===== src/rtl/hazard_mem_ctrl.sv =====
// Pipeline sequencing controller for the 5-stage rv32i core: E-stage operand
// forwarding, load-use stalls, branch flushes, and a data-memory req/ack FSM
// that freezes every stage register while an access in M is outstanding.
module hazard_mem_ctrl #(
  parameter int unsigned TIMEOUT_CYC = 64
) (
  input  logic       clk,
  input  logic       rst_n,
  input  logic [4:0] Rs1D,
  input  logic [4:0] Rs2D,
  input  logic [4:0] Rs1E,
  input  logic [4:0] Rs2E,
  input  logic [4:0] RdE,
  input  logic [4:0] RdM,
  input  logic [4:0] RdW,
  input  logic       resultsrcE,
  input  logic       regwriteM,
  input  logic       regwriteW,
  input  logic       pcsrcE,
  input  logic       memreqM,
  input  logic       dmem_ack_i,
  output logic       dmem_req_o,
  output logic [1:0] forwardAE,
  output logic [1:0] forwardBE,
  output logic       stallF,
  output logic       stallD,
  output logic       stallE,
  output logic       stallM,
  output logic       stallW,
  output logic       flushD,
  output logic       flushE,
  output logic       busy_o,
  output logic       dmem_err_o
);

  typedef enum logic [1:0] {StIdle, StWait, StErr} state_e;

  localparam logic [15:0] TimeoutCnt = 16'(TIMEOUT_CYC);

  state_e      r_state, w_state_d;
  logic [15:0] r_cnt, w_cnt_d;
  logic        r_err, w_err_d;
  logic        w_memstall;
  logic        w_lwstall;

  // M has priority over W; x0 is never forwarded.
  function automatic logic [1:0] fwd_sel(input logic [4:0] rs, input logic wr_m,
                                         input logic [4:0] rd_m, input logic wr_w,
                                         input logic [4:0] rd_w);
    if (wr_m && (rd_m != 5'd0) && (rd_m == rs)) return 2'b10;
    if (wr_w && (rd_w != 5'd0) && (rd_w == rs)) return 2'b01;
    return 2'b00;
  endfunction

  // Operand forwarding selects.
  always_comb begin
    forwardAE = fwd_sel(Rs1E, regwriteM, RdM, regwriteW, RdW);
    forwardBE = fwd_sel(Rs2E, regwriteM, RdM, regwriteW, RdW);
  end

  // Memory FSM next state, request and memstall.
  always_comb begin
    w_state_d  = r_state;
    w_cnt_d    = r_cnt;
    w_memstall = 1'b0;
    dmem_req_o = 1'b0;
    unique case (r_state)
      StIdle: begin
        if (memreqM) begin
          dmem_req_o = 1'b1;
          if (!dmem_ack_i) begin
            w_memstall = 1'b1;
            w_state_d  = StWait;
            w_cnt_d    = 16'd1;
          end
        end
      end
      StWait: begin
        dmem_req_o = 1'b1;
        if (dmem_ack_i) begin
          w_state_d = StIdle;
          w_cnt_d   = 16'd0;
        end else begin
          w_memstall = 1'b1;
          if (r_cnt == TimeoutCnt) begin
            w_state_d = StErr;
          end else begin
            w_cnt_d = r_cnt + 16'd1;
          end
        end
      end
      StErr: begin
        w_memstall = 1'b1;
      end
      default: begin
        w_state_d = StIdle;
      end
    endcase
    w_err_d = r_err | (w_state_d == StErr);
  end

  // Stall/flush generation; while memstall is high the pipeline is frozen, so
  // load-use and branch requests stay on the inputs and resolve once it drops.
  always_comb begin
    w_lwstall = resultsrcE && (RdE != 5'd0) && ((RdE == Rs1D) || (RdE == Rs2D));
    stallF    = w_memstall | w_lwstall;
    stallD    = w_memstall | w_lwstall;
    stallE    = w_memstall;
    stallM    = w_memstall;
    stallW    = w_memstall;
    flushD    = !w_memstall && pcsrcE;
    flushE    = !w_memstall && (pcsrcE || w_lwstall);
    busy_o    = (r_state != StIdle);
    dmem_err_o = r_err;
  end

  // FSM state, wait counter and sticky error flag.
  always_ff @(posedge clk or negedge rst_n) begin
    if (!rst_n) begin
      r_state <= StIdle;
      r_cnt   <= 16'd0;
      r_err   <= 1'b0;
    end else begin
      r_state <= w_state_d;
      r_cnt   <= w_cnt_d;
      r_err   <= w_err_d;
    end
  end

endmodule

===== config.mk =====
export PLATFORM = sky130hd
export DESIGN_NAME = hazard_mem_ctrl
export DESIGN_NICKNAME = d
export VERILOG_FILES = /design/src/rtl/hazard_mem_ctrl.sv
export SDC_FILE = /design/constraint.sdc
export NUM_CORES = 1
export LEC_CHECK = 0
export CORE_UTILIZATION = 44
export DETAILED_ROUTE_END_ITERATION = 8
export PLACE_DENSITY_LB_ADDON = 0.12
export REMOVE_ABC_BUFFERS = 1
export SLEW_MARGIN = 20
export SYNTH_ARGS = -nofsm -noshare
export SYNTH_HDL_FRONTEND = slang
export SYNTH_SLANG_ARGS = --single-unit

===== constraint.sdc =====
create_clock -name clk -period 1.9 [get_ports clk]
set_input_delay 0.38 -clock clk [delete_from_list [all_inputs] [get_ports clk]]
set_output_delay 0.38 -clock clk [all_outputs]
set_load 0.01 [all_outputs]

==> metrics.csv, run 1 <==
stage;metric;value;unit
route;vias;1735;
cts;cts_tree;done;
route;wl_per_cell;14.6;um
final_layout;antenna_cells;0;
place;gp_routability_congestion;0.860;
power_and_ir_drop;p_per_area;423;nW/um^2
final_layout;design.final.nets;316;
status;outcome;finished, violations left;
critical_path;crit_required;1.52;ns
critical_path;cp_max_fo;2;
cts;htree_levels;1;
floorplanning;fp.dieH;61.0;um
global_route;grt_max_degree;20;
route;drtAntennaViolNets;0;
status;failed_checks;setup timing;
synth;syn_avg_cell_area;8.56;um^2
timing;fin_hold_ws;0.400;ns
synth;synth-edff-count;0;
global_route;grt_usage;25.2;%
final_layout;drive_above_1_share;37.0;%
timing;finalSetupTns;-0.573;ns
final_layout;nFillCells;257;
floorplanning;io_pins;57;
power_and_ir_drop;ir_drop;230;uV
timing;fin_crit;2.10;ns
critical_path;crit_path_end_kind;output port;
timing;fin_ws;-0.201;ns
critical_path;crit_type;input port to output port;
timing;slew_violations;0;
floorplanning;core;3340;um^2
power_and_ir_drop;cellLeakagePower;1.13;nW
route;dr.pass1.iters;4;
timing;setup_violations;5;
global_route;grt_overflow;0;
timing;relSlewSlack;63.2;%
power_and_ir_drop;finalPower;1.05;mW
critical_path;crit_start;RdM[3];
floorplanning;dieArea;3720;um^2
global_route;first_global_vias;1678;
timing;fin_crit_sh;111;%
route;totalWireLength;4620;um
synth;ys_ff_latch;19;
floorplanning;die_x;61.0;um
synth;synth_cell_types;45;
critical_path;r2r_start;r_state[1];
critical_path;cp-start-kind;input port;
cts;cts_sinks;19;
critical_path;cp_data_arrival_time;1.72;ns
floorplanning;rows;21;
place;portBuffers;56;
synth;synth_async_sr_flop_share;100;%
cts;postCtsHoldBufs;0;
cts;clockBufferDepth;2;
cts;clk_latency;0.29;ns
route;drc_errors;0;
synth;ys_warn_count;0;
synth;ys.flop_type;dfrtp_1;
final_layout;area_growth;62.2;%
cts;clkTransAtPathRegs;0.11;ns
floorplanning;start_util;45.9;%
timing;rsz0062_at_grt;yes;
route;drtIter0Drc;115;
cts;cts_buffers;3;
worst_hold_path;hold_path_class;input port to async pin;
cts;root_buffer;clkbuf_4;
synth;mappedNetlistArea;1530;um^2
timing;finalClockSkew;0.00341;ns
global_route;grt_pass1_wl;7090;um
synth;synthCells;179;
timing;hold_viol;0;
global_route;antenna_found_initial;0;
route;via_per_inst;5.49;
timing;tightest_slew;0.550;ns
run;cap_viol_max_count;0;
timing;fmax;476;MHz
synth;synth-seq-area-share;31.0;%
place;dpl.hpwl;3540;um
## critical path, cell delays in order
cell	delay (ns)
buf_6	0.09
or4_4	0.54
o21ai_4	0.19
buf_6	0.13
nor4_4	0.04
nor4_2	0.17
buf_2	0.18
## cell families after synthesis
logic type,after synthesis,synth area share (%)
xor+xnor,30,17.2
simple gates,64,25.2
flops,19,31.0
compound gates,45,17.6
fa+ha+maj,2,1.63
buf+inv,16,5.31
mux,3,1.96
## synthesized netlist by cell type, types with 4 or more instances
cell type   n  share of area, %
nor3_1      4               1.3
or4_1       7               3.4
inv_1       8               2.0
nor2_1     10               2.5
nand3_1     7               2.3
xor2_1     24                14
nand2b_1    4               1.6
dfrtp_1    19                31
nand2_1     7               1.7
xnor2_1     6               3.4
a21oi_1    10               3.3
nor4_1      9               3.7
o21ai_0    18               5.9
## final timing paths
check                                to  slack (ns)  depth (start not counted)
hold reg to reg              dmem_err_o        0.54                          2
setup / recovery           forwardBE[0]       -0.20                          7
setup reg to reg               r_cnt[6]        0.07                          8
max in group asynchronous      r_cnt[9]        1.29                          2
min in group clk             r_state[0]        0.52                          3
hold / removal               r_state[0]        0.40                          2
## layout by cell type (no fill, tap or decap), types with 4 or more instances in the layout
cell / synthesis / layout
nand3_1: 7 / 6
inv_1: 8 / 6
nor4_1: 9 / 5
nand2_1: 7 / 7
dlygate4sd2_1: 0 / 16
xnor2_1: 6 / 5
clkdlybuf4s50_1: 0 / 5
xor2_1: 24 / 24
clkbuf_2: 1 / 6
buf_4: 3 / 35
buf_2: 1 / 12
or4_4: 0 / 4
buf_6: 1 / 9
nor2_1: 10 / 9
dfrtp_1: 19 / 19
clkdlybuf4s15_2: 0 / 4
dlymetal6s2s_1: 0 / 5
a21oi_1: 10 / 8
o21ai_0: 18 / 14
## final cells by class
| class | instances | area, um^2 | area share [%] |
|---|---|---|---|
| repair buffers | 95 | 782 | 31.5 |
| inverters | 8 | 32.5 | 1.31 |
| clock buffers | 4 | 26.3 | 1.06 |
| well taps | 46 | 57.6 | 2.32 |
| multi-input cells | 144 | 1110 | 44.7 |
| flip-flops and latches | 19 | 475 | 19.1 |
## per-layer routing
metal | GRT usage, % | wire length (um)
met4 | 6.49 | 37
met1 | 28.6 | 1920
met2 | 48.7 | 2470
met5 | 0 | 0
met3 | 3.62 | 185
## sequential cells by signal, summed over array words and instances (netlist names)
name        cells
r_cnt          16
r_state         2
dmem_err_o      1
## stage by stage
step	setup WS, ns	util (%)	cell area, um^2	cells
after floorplan	-0.153	-	1480	171
after global placement	-1.01	70.8	2360	308
after detailed placement	-1.05	70.8	2360	308
after CTS	-0.219	72.9	2430	314
after global routing	-0.228	74.4	2480	316
final	-0.201	74.4	2480	316
## report_power, final
group / switching, mW / total, mW / leakage, nW / internal (mW)
Sequential: 0.0307 / 0.454 / 0.256 / 0.423
Clock: 0.129 / 0.211 / 0.0150 / 0.0816
Combinational: 0.182 / 0.386 / 0.860 / 0.205
Total: 0.342 / 1.05 / 1.13 / 0.709
## timing repair
action,CTS,global route
buffers inserted,2,2
endpoints found under the setup margin,13,12
pin swaps,25,18
gates resized for setup,138,30
Power figures use the tool's default switching activity.
==> inputs of run 2 (changes only) <==
Settings changed: SKIP_LAST_GASP from default to 1.
==> metrics.csv, run 2 (synthesis results as in run 1) <==
stage;metric;value;unit;change
place;placed_area;2360;um^2;unchanged
critical_path;crit_family;simple AND/OR/NAND/NOR gates;;
critical_path;cp_max_fo;3;;+1
power_and_ir_drop;netSwitchingPower;341;uW;-0.27%
final_layout;final_area;2460;um^2;-0.81%
power_and_ir_drop;power_frac_comb;36.6;%;-0.2 points
floorplanning;start_util;45.9;%;unchanged
final_layout;seq_area;475;um^2;unchanged
cts;htree_levels;1;;unchanged
critical_path;r2r_start;r_state[1];;
cts;clkTransAtPathRegs;0.12;ns;about the same
timing;fin_ws;-0.178;ns;+0.0230 ns
timing;slew_violations;0;;unchanged
critical_path;cp-start-kind;input port;;
power_and_ir_drop;sequentialPowerShare;43.2;%;about the same
route;dr_wl_met3;249;um;+35%
final_layout;area_growth;60.9;%;
power_and_ir_drop;p_int;707;uW;-0.32%
critical_path;worst-r2r-cell-count;7;;-1
route;drc_errors;0;;unchanged
power_and_ir_drop;pwr-share-clk;20.2;%;about the same
timing;fin_crit_sh;109;%;-1.2 points
final_layout;drive_above_1_share;35.9;%;-1.1 points
critical_path;r2r_slack;0.02;ns;-0.05 ns
critical_path;crit_chain;clkdlybuf4s15_2 -> xor2_1 -> or4_4 -> nor4_4 -> buf_2;;
route;wl_met1;1780;um;-7.2%
power_and_ir_drop;cellLeakagePower;1.13;nW;+0.40%
power_and_ir_drop;p_per_area;425;nW/um^2;+0.51%
floorplanning;core;3340;um^2;unchanged
floorplanning;die_x;61.0;um;unchanged
floorplanning;rows;21;;unchanged
global_route;antenna_found_initial;0;;unchanged
status;failed_checks;setup timing;;
final_layout;layout_common_cells;buf_4, xor2_1, dfrtp_1, dlygate4sd2_1, o21ai_0;;
timing;fin_hold_ws;0.398;ns;-0.00187 ns
final_layout;multi_input_area;1100;um^2;-0.68%
global_route;grt_pass1_wl;7090;um;unchanged
route;route.met2.wl;2520;um;+1.8%
route;drtIter0Drc;114;;-0.87%
route;totalWireLength;4590;um;-0.69%
global_route;grt_max_degree;20;;unchanged
route;highest_layer;met4;;
floorplanning;io_pins;57;;unchanged
critical_path;timing.rr.end;r_cnt[14];;
timing;rsz0062_at_grt;yes;;
final_layout;regMostFlops;r_cnt;;
final_layout;design.final.nets;316;;unchanged
critical_path;crit_type;input port to output port;;
route;drtAntennaViolNets;0;;unchanged
run;cap_viol_max_count;0;;unchanged
global_route;grt_overflow;0;;unchanged
timing;hold_viol;0;;unchanged
route;vias;1734;;-0.058%
final_layout;final_common_cell;buf_4;;
timing;fin_crit;2.08;ns;-0.0230 ns
cts;cts_tree;done;;
final_layout;antenna_cells;0;;unchanged
route;wl_per_cell;14.5;um;-0.69%
critical_path;cp_slowest_cell;or4_4;;
critical_path;cp_data_arrival_time;1.70;ns;-0.02 ns
timing;tightest_slew;0.462;ns;-0.0882 ns
timing;relSlewSlack;69.1;%;+5.9 points
cts;clockBufferDepth;2;;unchanged
timing;setup_violations;5;;unchanged
global_route;grt_usage;25.2;%;unchanged
critical_path;crit_buf_inv;2;;-1
place;gp_routability_congestion;0.860;;unchanged
cts;cts_sinks;19;;unchanged
power_and_ir_drop;swShare;32.5;%;about the same
global_route;first_global_vias;1677;;-0.060%
place;portBuffers;56;;unchanged
power_and_ir_drop;ir_drop;232;uV;+0.80%
floorplanning;dieArea;3720;um^2;unchanged
critical_path;crit_required;1.52;ns;about the same
cts;root_buffer;clkbuf_4;;
worst_hold_path;hold_path_class;input port to async pin;;
critical_path;crit_path_end_kind;output port;;
cts;cts_buffers;3;;unchanged
final_layout;nFillCells;260;;+1.2%
timing;finalClockSkew;0.00462;ns;+0.00121 ns
timing;fmax;481;MHz;+1.1%
cts;clk_latency;0.30;ns;about the same
floorplanning;fp.dieH;61.0;um;unchanged
timing;finalSetupTns;-0.559;ns;+0.0141 ns
place;dpl.hpwl;3540;um;unchanged
critical_path;slowest_delay;0.50;ns;-0.04 ns
route;dr.pass1.iters;4;;unchanged
final_layout;largest_reg_flops;16;;unchanged
status;outcome;finished, violations left;;
route;via_per_inst;5.49;;about the same
## run 2: changes by cell type in the layout (fill, tap and decap cells not counted), sizes merged
cell	delta
dlygate4sd2	-1
dlymetal6s2s	+1
clkbuf	+2
clkdlybuf4s15	-1
clkdlybuf4s50	-1
## run 2: area by class of cell
type,instances,area share (%)
clock buffers,4,1.07
inverters,8,1.22
multi-input cells,144,44.7
flip-flops and latches,19,19.3
well taps,46,2.34
repair buffers,95,31.3
## run 2: worst register-to-register path, cell delays in order, from the launching register on
cell and delay [ns]:
dfrtp_1 0.44, buf_4 0.15, buf_4 0.14, inv_2 0.09, o2111ai_1 0.11, buf_4 0.18, or4_1 0.50, a21oi_1 0.18
## run 2: timing repair
action                                 4_1_cts  5_1_grt
setup endpoints to repair                   13       12
hold buffers                                 0        0
pin swaps                                   25       16
setup buffers                                2        2
resized for setup                          137       29
endpoints found under the hold margin        0        0
## run 2: how the worst max path moves through the flow
stage / depth (start not counted) / to / from / slack, ns
after floorplan: 4 / forwardAE[0] / RdM[1] / -0.15
after global placement: 6 / forwardBE[0] / RdM[1] / -1.01
after detailed placement: 6 / forwardAE[0] / RdM[1] / -1.05
after CTS: 6 / forwardAE[0] / RdW[3] / -0.22
after global routing: 6 / forwardAE[0] / RdW[3] / -0.23
final: 5 / forwardBE[0] / RdW[0] / -0.18
## run 2: per-layer routing
layer,up-vias,global-route usage [%]
li1,840,-
met1,815,28.6
met2,75,48.7
met3,4,3.62
met4,0,6.49
met5,-,0
## run 2: metrics by stage
stage	std cells	util [%]	total power, mW	worst slack [ns]
after floorplan	171	-	0.588	-0.153
after global routing	316	73.8	1.10	-0.228
after detailed placement	308	70.8	0.832	-1.05
final	316	73.8	1.05	-0.178
after global placement	308	70.8	0.815	-1.01
after CTS	314	72.7	1.03	-0.219
## run 2: power by group through the flow
stage	clock network, mW	registers (mW)	logic [mW]
floorplan	0	0.453	0.136
global placement	0	0.455	0.361
detailed placement	0	0.457	0.374
CTS	0.208	0.450	0.371
global route	0.227	0.455	0.418
finish	0.212	0.452	0.384
==> inputs of run 3 (changes only) <==
Settings changed: CTS_BUF_LIST from default to sky130_fd_sc_hd__clkbuf_16.
==> metrics.csv, run 3 (synthesis results as in run 1) <==
stage;metric;value;unit;change
status;outcome;finished, violations left;;
status;failed_checks;setup timing;;
place;placedCellCount;308;;unchanged
timing;finalClockSkew;0.00176;ns;-0.00286 ns
timing;fmax;482;MHz;+0.18%
place;dpl.hpwl;3540;um;unchanged
global_route;grt_usage;25.9;%;+0.75 points
critical_path;cp-start-kind;input port;;
global_route;grt_pass1_wl;7260;um;+2.4%
global_route;antenna_found_initial;0;;unchanged
place;gp_routability_congestion;0.860;;unchanged
cts;clockBufferDepth;2;;unchanged
cts;clkTransAtPathRegs;0.05;ns;-0.07 ns
final_layout;design.final.nets;314;;-0.63%
critical_path;crit_required;1.52;ns;about the same
cts;cts_buffers;3;;unchanged
critical_path;crit_type;input port to output port;;
floorplanning;rows;21;;unchanged
route;vias;1738;;+0.23%
final_layout;final_common_cell;buf_4;;
floorplanning;start_util;45.9;%;unchanged
power_and_ir_drop;power_frac_comb;30.2;%;-6.4 points
power_and_ir_drop;sequentialPowerShare;35.6;%;-7.6 points
final_layout;antenna_cells;0;;unchanged
route;totalWireLength;4600;um;+0.28%
power_and_ir_drop;cellLeakagePower;1.16;nW;+2.6%
critical_path;r2r_slack;0.09;ns;+0.07 ns
power_and_ir_drop;p_int;907;uW;+28%
timing;fin_crit_sh;109;%;-0.19 points
power_and_ir_drop;pwr-share-clk;34.2;%;+14 points
final_layout;area_growth;64.5;%;
floorplanning;dieArea;3720;um^2;unchanged
power_and_ir_drop;swShare;28.6;%;-4.0 points
timing;slew_violations;0;;unchanged
final_layout;drive_above_1_share;34.7;%;-1.2 points
floorplanning;core;3340;um^2;unchanged
route;drtAntennaViolNets;0;;unchanged
cts;postCtsHoldBufs;0;;unchanged
timing;hold_viol;0;;unchanged
power_and_ir_drop;netSwitchingPower;363;uW;+6.5%
route;wl_per_cell;14.6;um;+0.92%
final_layout;largest_reg_flops;16;;unchanged
critical_path;crit_path_end_kind;output port;;
power_and_ir_drop;ir_drop;301;uV;+30%
floorplanning;die_x;61.0;um;unchanged
critical_path;cp_data_arrival_time;1.69;ns;about the same
route;drtIter0Drc;138;;+21%
floorplanning;io_pins;57;;unchanged
timing;setup_violations;4;;-1
global_route;grt_overflow;0;;unchanged
critical_path;cp_max_fo;3;;unchanged
critical_path;timing.rr.end;r_cnt[14];;
place;portBuffers;56;;unchanged
timing;fin_crit;2.07;ns;-0.00365 ns
final_layout;layout_common_cells;buf_4, xor2_1, dfrtp_1, dlygate4sd2_1, o21ai_0;;
cts;cts_sinks;19;;unchanged
timing;fin_ws;-0.174;ns;+0.00365 ns
critical_path;worst-r2r-cell-count;6;;-1
timing;tightest_slew;0.476;ns;+0.0140 ns
worst_hold_path;hold_path_class;input port to async pin;;
final_layout;layout.cells.non_filler;314;;-0.63%
timing;relSlewSlack;68.1;%;-0.94 points
cts;root_buffer;clkbuf_16;;
route;dr.pass1.iters;4;;unchanged
run;cap_viol_max_count;0;;unchanged
global_route;first_global_vias;1688;;+0.66%
timing;fin_hold_ws;0.457;ns;+0.0590 ns
cts;cts_tree;done;;
critical_path;r2r_start;r_state[1];;
route;drc_errors;0;;unchanged
timing;rsz0062_at_grt;yes;;
global_route;grt_max_degree;20;;unchanged
power_and_ir_drop;p_per_area;504;nW/um^2;+19%
route;via_per_inst;5.54;;+0.87%
final_layout;regMostFlops;r_cnt;;
cts;clk_latency;0.25;ns;-0.05 ns
cts;htree_levels;1;;unchanged
floorplanning;fp.dieH;61.0;um;unchanged
run 3: cell count changes in the layout (fill, tap and decap cells not counted), moves of 2 or more:
cell / change
buf_4: -3
buf_6: +2
clkbuf_16: +3
clkbuf_2: -3
clkbuf_4: -3
dlygate4sd2_1: +2
run 3: per-stage QoR:
stage	setup TNS, ns	worst slack (ns)	utilization [%]	area (um^2)	power, mW
3_3_place_gp	-8.59	-1.01	70.8	2360	0.815
4_1_cts	-0.553	-0.219	74.0	2470	1.25
3_5_place_dp	-9.80	-1.05	70.8	2360	0.832
5_1_grt	-0.751	-0.228	75.5	2520	1.32
6_report	-0.444	-0.174	75.5	2520	1.27
2_1_floorplan	-0.307	-0.153	-	1480	0.588
run 3: worst max-delay path, cell delays in order:
cell and delay [ns]:
clkdlybuf4s15_2 0.21, xor2_1 0.16, or4_4 0.50, nor4_4 0.28, buf_2 0.17
run 3: final cells by class:
type | instances | area, um^2
sequential | 19 | 477
clock inverter | 1 | 3.75
clock buffer | 3 | 75.1
inverter | 8 | 30.0
fill | 239 | 818
tap | 46 | 57.6
timing repair buffer | 93 | 776
multi-input combinational | 144 | 1100
run 3: power by group through the flow:
stage | clock, mW | sequential, mW | combinational (mW)
after global routing | 0.448 | 0.455 | 0.419
final | 0.434 | 0.452 | 0.384
after global placement | 0 | 0.455 | 0.361
after floorplan | 0 | 0.453 | 0.136
after CTS | 0.432 | 0.451 | 0.369
after detailed placement | 0 | 0.457 | 0.374
run 3: timing repair:
action | in CTS | in global routing
pin swaps | 25 | 16
setup buffers | 2 | 1
endpoints found under the setup margin | 14 | 13
gates resized for setup | 135 | 29
run 3: how the worst max path moves through the flow:
| stage | startpoint | end | slack (ns) | cells after the start |
|---|---|---|---|---|
| floorplan | RdM[1] | forwardAE[0] | -0.15 | 4 |
| global placement | RdM[1] | forwardBE[0] | -1.01 | 6 |
| detailed placement | RdM[1] | forwardAE[0] | -1.05 | 6 |
| CTS | RdW[3] | forwardAE[0] | -0.22 | 6 |
| global route | RdW[3] | forwardAE[0] | -0.23 | 6 |
| finish | RdW[0] | forwardBE[0] | -0.17 | 5 |
run 3: layer usage:
layer  GRT usage, %  part of all wire [%]
met5              0                     0
met4           8.77                   1.6
met3           2.77                   4.0
met2           49.8                    55
met1           29.5                    40
==> edit (config.mk and constraints of run 1) <==
Re-encode `state_e` (3 states) as one-hot, 3 bits wide.
--- a/src/rtl/hazard_mem_ctrl.sv
+++ b/src/rtl/hazard_mem_ctrl.sv
@@ -33,7 +33,7 @@
   output logic       dmem_err_o
 );
 
-  typedef enum logic [1:0] {StIdle, StWait, StErr} state_e;
+  typedef enum logic [2:0] {StIdle = 3'b001, StWait = 3'b010, StErr = 3'b100} state_e;
 
   localparam logic [15:0] TimeoutCnt = 16'(TIMEOUT_CYC);
 
Formal check against the unedited RTL: same outputs for any inputs over 10 cycles, from zero or initial values and one cycle with rst_n low; not proved beyond that.
==> edit against run 1 <==
The flow still finishes with violations (setup timing). Non-clock buffer count up 6. Total power up 4.1%. Critical path depth down 1. Sequential cell count up 1. Area after synthesis up 6.5%. Clock power up 110%. Critical path type is now register to primary output. Final cell count up 2.5%. First-iteration DRC count up 56%. Setup slack worse by 0.096 ns. Design area up 5.8%. Register-to-register slack better by 0.08 ns. Routed wire length up 11%.
==> edit: results <==
export IMPL_cpPeakStageDelay_ns=0.56
export IMPL_critPathMaxFanout=3
export IMPL_cts_root_buf="clkbuf_8"
export IMPL_fillers=232
export IMPL_grt_max_degree=21
export IMPL_relSlewSlack=0.808
export IMPL_drive_gt1_frac=0.378
export IMPL_yosysSeqAreaShare=0.308
export IMPL_cellLeakagePower_uw=0.00119
export IMPL_grt_use_total=0.257
export IMPL_top_register="r_cnt"
export IMPL_finalNetCount=324
export IMPL_setup_viol=11
export IMPL_fin_worst_skew_ns=0.00849
export IMPL_largest_reg_flops=16
export IMPL_numCtsBuffers=3
export IMPL_violations="setup timing"
export IMPL_r2r_cells=4
export IMPL_synth_cell_type_count=50
export IMPL_clkTransAtPathRegs_ns=0.08
export IMPL_ir_drop_mv=0.370
export IMPL_gp_congestion=0.898
export IMPL_min_path_type="primary input to async pin"
export IMPL_antennaDiodeCount=0
export IMPL_synth_top_cells_by_count="xor2_1, dfrtp_1, o21ai_0"
export IMPL_synth_seq_cells=20
export IMPL_synth_area_leaders="dfrtp_1, xor2_1, o21ai_0, xnor2_1, nor4_1"
export IMPL_setup_slack_ns=-0.297
export IMPL_crit_path_top_delay_cell="dfstp_2"
export IMPL_clk_latency_ns=0.27
export IMPL_rrSetupSlack_ns=0.15
export IMPL_dp_hpwl_um=3560
export IMPL_wire_per_inst_um=15.9
export IMPL_status="finished with violations"
export IMPL_grt_pass1_wl_um=8210
export IMPL_async_flop_share=1.00
export IMPL_crit_arrival_ns=1.82
export IMPL_drt_initial_drc_count=179
export IMPL_viasPerCell=5.76
export IMPL_grt_pass1_vias=1887
export IMPL_port_buffers=56
export IMPL_p_int_uw=836
-- edit: changes by cell type after synthesis, sizes merged, moves of 3 or more --
cell,change
or3,-4
mux2i,-3
nor4,-3
a21oi,-5
nor2,-4
and3,+4
a41oi,+3
-- edit: layer usage --
metal | wire length (um) | track usage
met1 | 2150 | 0.306
met2 | 2600 | 0.442
met3 | 319 | 0.0566
met4 | 79 | 0.102
met5 | 0 | 0
-- edit: final timing paths --
kind                       startpoint    endpoint
setup reg to reg           r_state[2]   r_cnt[13]
hold reg to reg            dmem_err_o  dmem_err_o
setup / recovery           r_state[0]      flushE
hold / removal                  rst_n    r_cnt[3]
max in group asynchronous       rst_n  r_state[0]
min in group clk           dmem_err_o  dmem_err_o
-- edit: cells by family (layout without fill, tap and decap cells) --
kind of cell | Yosys count | in the layout | share of synthesized area
XOR/XNOR | 32 | 32 | 0.172
flip-flops | 20 | 20 | 0.308
buffers and inverters | 16 | 111 | 0.0613
AND/OR/NAND/NOR | 61 | 62 | 0.229
AO/OA/AOI/OAI | 51 | 51 | 0.215
adder cells (fa/ha/maj) | 2 | 2 | 0.0153
-- edit: power groups by stage --
stage                     Sequential [uW]  Combinational, uW  Clock, uW
after global placement                434                214          0
after CTS                             425                214        440
after floorplan                       434               55.2          0
after detailed placement              434                218          0
after global routing                  425                248        453
final                                 425                230        438
-- edit: worst max-delay path: cells and delay by family, from the launching register on --
family                 cells  cell delay (ns)
and+or+nand+nor            2             0.39
AOI/OAI and AO/OA          2             0.38
buffers and inverters      2             0.23
DFF                        1             0.56
-- edit: area by class of cell --
cell class	count	area share
Clock buffer	3	0.0157
Sequential cell	20	0.191
Inverter	6	0.00857
Timing Repair Buffer	101	0.309
Clock inverter	1	0.0114
Tap cell	46	0.0219
Multi-Input combinational cell	147	0.442
-- edit: per-stage QoR --
step	cell area, sq um	instances	setup WS, ns	TNS, ns	hold slack [ns]
6_report	2630	324	-0.297	-2.01	0.449
5_1_grt	2630	324	-0.377	-2.70	0.474
4_1_cts	2530	320	-0.223	-1.36	0.457
3_5_place_dp	2460	312	-0.992	-10.12	0.470
3_3_place_gp	2460	312	-0.941	-9.25	0.457
2_1_floorplan	1550	172	-0.153	-0.448	0.0844
-- edit: repair_timing --
item | CTS | global route
cloned | 0 | 1
endpoints found under the setup margin | 13 | 17
buffers inserted | 5 | 4
pin swaps | 15 | 15
gates resized for setup | 132 | 24
